File: config.mk
export PLATFORM = sky130hd
export DESIGN_NAME = mem_arbiter
export DESIGN_NICKNAME = d
export VERILOG_FILES = /design/src/rtl/mem_arbiter.sv
export SDC_FILE = /design/constraint.sdc
export NUM_CORES = 1
export LEC_CHECK = 0
export ABC_AREA = 1
export ABC_CLOCK_PERIOD_IN_PS = 3200
export CELL_PAD_IN_SITES_DETAIL_PLACEMENT = 1
export CELL_PAD_IN_SITES_GLOBAL_PLACEMENT = 2
export CORE_MARGIN = 1
export CORE_UTILIZATION = 10
export CTS_CLUSTER_SIZE = 28
export DETAILED_ROUTE_END_ITERATION = 8
export GPL_TIMING_DRIVEN = 0
export PLACE_DENSITY_LB_ADDON = 0.1
export SLEW_MARGIN = 15
export SYNTH_ARGS = -nofsm -noshare
export SYNTH_HDL_FRONTEND = slang
export SYNTH_SLANG_ARGS = --single-unit
File: constraint.sdc
create_clock -name clk_i -period 3.2 [get_ports clk_i]
set_input_delay 0.64 -clock clk_i [delete_from_list [all_inputs] [get_ports clk_i]]
set_output_delay 0.64 -clock clk_i [all_outputs]
set_load 0.005 [all_outputs]
File: src/rtl/mem_arbiter.sv
// Two-requester memory arbiter: a fetch read port and a load/store port share one
// synchronous single-port memory, with round-robin or fixed-priority arbitration.
module mem_arbiter #(
  parameter int AW = 32,
  parameter int RR = 1
) (
  input  logic          clk_i,
  input  logic          rst_i,
  input  logic          if_req_i,
  input  logic [AW-1:0] if_addr_i,
  output logic          if_gnt_o,
  output logic          if_rvalid_o,
  output logic [31:0]   if_rdata_o,
  input  logic          ls_req_i,
  input  logic          ls_we_i,
  input  logic [3:0]    ls_be_i,
  input  logic [AW-1:0] ls_addr_i,
  input  logic [31:0]   ls_wdata_i,
  output logic          ls_gnt_o,
  output logic          ls_rvalid_o,
  output logic [31:0]   ls_rdata_o,
  output logic          mem_en_o,
  output logic [3:0]    mem_we_o,
  output logic [AW-3:0] mem_addr_o,
  output logic [31:0]   mem_wdata_o,
  input  logic [31:0]   mem_rdata_i
);

  typedef enum logic [1:0] {NONE, IF_PEND, LS_PEND} owner_e;

  owner_e state_reg;
  logic   last_ls_reg;
  logic   ls_wins;
  logic   unused_addr_lsbs;

  // Byte offsets are dropped on purpose; accesses are always word-aligned.
  assign unused_addr_lsbs = ^{if_addr_i[1:0], ls_addr_i[1:0]};

  // Tie-break: LS takes a tie unless it was the most recent winner under round-robin.
  assign ls_wins  = (RR != 0) ? ~last_ls_reg : 1'b1;
  assign if_gnt_o = ~rst_i & if_req_i & ~(ls_req_i & ls_wins);
  assign ls_gnt_o = ~rst_i & ls_req_i & ~(if_req_i & ~ls_wins);

  assign mem_en_o    = if_gnt_o | ls_gnt_o;
  assign mem_we_o    = (ls_gnt_o & ls_we_i) ? ls_be_i : 4'b0000;
  assign mem_wdata_o = (mem_we_o != 4'b0000) ? ls_wdata_i : 32'h0;
  assign mem_addr_o  = ls_gnt_o ? ls_addr_i[AW-1:2] :
                       if_gnt_o ? if_addr_i[AW-1:2] : '0;

  always_ff @(posedge clk_i) begin
    if (rst_i) begin
      state_reg   <= NONE;
      last_ls_reg <= 1'b1;
    end else begin
      if (if_gnt_o)
        state_reg <= IF_PEND;
      else if (ls_gnt_o && !ls_we_i)
        state_reg <= LS_PEND;
      else
        state_reg <= NONE;
      if (if_gnt_o || ls_gnt_o)
        last_ls_reg <= ls_gnt_o;
    end
  end

  // Read data returns one cycle after the grant; a reset in that cycle squashes it.
  assign if_rvalid_o = ~rst_i & (state_reg == IF_PEND);
  assign ls_rvalid_o = ~rst_i & (state_reg == LS_PEND);
  assign if_rdata_o  = if_rvalid_o ? mem_rdata_i : 32'h0;
  assign ls_rdata_o  = ls_rvalid_o ? mem_rdata_i : 32'h0;

endmodule

==> summary.md <==
| Metric | Value |
|---|---|
| Post-synthesis net count | about 430 |
| Max-cap viol count | 0 |
| Half-perimeter wire length after placement | about 8 mm |
| Clk Latency, worst-skew pair | 0.22 ns |
| Total GRT Usage | 12.43% |
| Worst min path class | register to register |
| Number of iterations in the first detailed-routing pass | 4 |
| R2r worst-path depth | 4 |
| Setup repair after global routing missed its margin | true |
| Via count | 2614 |
| Largest delay share family, worst path | buffers and inverters |
| Required arrival time at the worst endpoint | 2.56 ns |
| Number of cells on the worst hold path | 2 |
| Finish-stage setup viols | 0 |
| Wire length of the first global-routing pass | 13.03 mm |
| Share of layout cells above drive strength 1 | 5.106% |
| Critical Path Max Stage Delay | approximately 0.52 ns |
| Achievable frequency | 0.3282 GHz |
| Worst slew margin | 83.37% |
| Setup Crit Path Kind | primary input to output pin |
| Residual antenna-violating net count after detailed routing | 0 |
| Cell Pwr Density | 155.0 nW/um^2 |
| Number of top-level pins | between 200 and 300 |
| Initial antenna violation count | 0 |
| Cell type of the slowest stage on the worst timing path | clkdlybuf4s50_1 |
| Routability cong. | 0.7301 |
| Sequential share of power | 6.4% |
| Signed area change from the synthesized netlist to the final layout | 233.0% |
| Clock buffer depth | 2 |
| Buffer cell driving the clock tree root | clkbuf_16 |
| Starting Density | 10.45% |
| Via count of the first global-routing pass | between 2000 and 3000 |
| Yosys synthesis warning count | 0 |
| Register bit count reported by yosys | 3 |
| Syn Std Cell Area | 1276 sq um |
| Number of port buffers | about 270 |
| CP max FO | 10 |
| Setup tns final | 0 ns |
| Clock edge transition at the registers on the reported setup and hold paths | 0.03 ns |
| Die Footprint | 13220 sq um |
| Number of sinks driven by the clock tree | 3 |
| Leakage Power | 2.069 nW |
| Number of H-tree branching levels | 1 |
| CP Capture Type | output pin |
| Detail-routed net length per standard cell | about 12 um |
| Resized cells post-CTS | 0 |
| Cell breakdown of the critical path | clkdlybuf4s50_1 > nor2_4 > nand4_1 > nand2_2 > nor2_4 > buf_6 > nor2_1 > clkdlybuf4s50_1 |
| Mean post-synth cell area | 4.297 sq um |
| Final hold vios | 0 |
| Number of buffer and inverter stages on the critical path | 3 |
| Switching share of power | 26.08% |
| Switching power | between 0.15 and 0.2 mW |
| Final core utilization | a little over a third |
| Pin slew with the least headroom to its limit | 0.2488 ns |
| Die height | 115.0 um |
| DRC violation count after routing | 0 |
| Number of nets in the final layout | 706 |
| CTS tree | done |
| Unique masters post-synth | 15 |
| Final critical-path required period | 3.047 ns |
| Critical path depth | 8 |
| Overflow after GRT | 0 |
| Status | complete, no violations |
| Data arrival time of the critical path | approximately 2.4 ns |
| Count of mapped cells out of synthesis | slightly below 300 |
| Die extent in x | roughly 110 um |
| Hold buffer count at CTS | 0 |
| Startpoint class of the critical path | primary input |
| Cell Int Power | 0.4871 mW |
| Final worst clock skew | 0.001245 ns |
| Initial DRC count | 73 |
| Via-to-Cell Ratio | 3.552 |
| Comb power frac | 63.9% |
| Clock share of power | 29.7% |
| Largest voltage drop on the vdd net | 0.0001219 V |
| Post-synthesis sequential area ratio | 4.706% |
| Maximum number of pins on one net before global-route repair | 11 |
| Diode count | 0 |
| Drt total wl | 8.948 mm |
| Final clock period utilization by the worst path | 95.21% |
| Core Rows | 40 |
| Fin. max-slew vios | 0 |
| Clock buffers created by TritonCTS | 3 |
| Number of flip-flops under the largest register name | 2 |
| Core Footprint | 12210 sq um |
| Number of buffers inserted to repair setup after CTS | 0 |
[power by group through the flow]
| stage | clock network, mW | logic (mW) | registers (mW) |
|---|---|---|---|
| global route | 0.207 | 0.459 | 0.0423 |
| detailed placement | 0 | 0.427 | 0.0424 |
| CTS | 0.200 | 0.429 | 0.0419 |
| floorplan | 0 | 0.112 | 0.0421 |
| global placement | 0 | 0.421 | 0.0423 |
| finish | 0.196 | 0.421 | 0.0420 |
[path summary, 6_finish.rpt]
check	to	from	slack, ns
setup / recovery	mem_wdata_o[22]	rst_i	0.15
hold / removal	last_ls_reg$_SDFFE_PP1P_	last_ls_reg$_SDFFE_PP1P_	0.53
setup reg to reg	last_ls_reg$_SDFFE_PP1P_	last_ls_reg$_SDFFE_PP1P_	2.36
hold reg to reg	last_ls_reg$_SDFFE_PP1P_	last_ls_reg$_SDFFE_PP1P_	0.53
[per-layer routing]
metal	vias to the layer above	wire, um	global-route usage [%]
met2	138	4765	25.46
met1	1117	3176	12.28
met4	0	10	1.039
met5	-	0	0
li1	1357	-	-
met3	2	995	4.270
[cell type report]
| type | instances | area (sq um) |
|---|---|---|
| multi-input combinational | 203 | 820.8 |
| tap | 168 | 210.2 |
| fill | 1590 | 7961 |
| inverter | 76 | 285.3 |
| clock buffer | 4 | 78.83 |
| timing repair buffer | 267 | 2675 |
| buffer | 15 | 120.1 |
| sequential | 3 | 60.06 |
[kinds of logic after synthesis]
logic type / count (synthesis) / share of synthesized area (%)
compound gates: 1 / 0.9802
flops: 3 / 4.706
simple gates: 202 / 62.55
buf+inv: 91 / 31.76
[cell usage in the layout (no fill, tap or decap)]
cell             count
clkdlybuf4s50_1    266
nor2_1              96
nand2_1             92
inv_1               74
buf_2                6
buf_6                6
nand4_1              4
nand2_2              3
buf_4                3
clkbuf_16            3
dfxtp_1              3
nor2_4               2
inv_2                2
nand3_1              2
o211ai_2             1
nor3_2               1
nand3_2              1
nor2_2               1
clkbuf_1             1
dlymetal6s2s_1       1
[synthesized netlist by cell type]
cell type,instances,share of area (%)
buf_6,6,5.3
nor3_2,1,0.78
nand2_1,94,28
inv_1,75,22
o211ai_2,1,0.98
buf_2,6,2.4
inv_2,1,0.29
buf_4,3,1.8
nor2_2,1,0.49
nand2_2,1,0.49
nand4_1,4,2.0
nor2_4,2,1.8
nor2_1,96,28
nand3_1,3,1.2
dfxtp_1,3,4.7
[worst min-delay path: cells and delay by family, from the launching register on]
family / cells / cell delay, ns
DFF: 1 / 0.32
and+or+nand+nor: 2 / 0.15
[per-stage QoR]
stage / instance area (sq um) / hold slack (ns) / power, mW / cells / setup slack [ns]
after CTS: 4238 / 0.5233 / 0.6711 / 736 / 0.06538
final: 4250 / 0.5252 / 0.6590 / 736 / 0.1534
after detailed placement: 4159 / 0.5174 / 0.4690 / 732 / 0.07001
after floorplan: 1276 / 0.4994 / 0.1538 / 297 / 1.241
after global routing: 4250 / 0.5597 / 0.7084 / 736 / -0.008057
after global placement: 4159 / 0.5129 / 0.4632 / 732 / 0.08397
(Power assumes the default switching activity.)
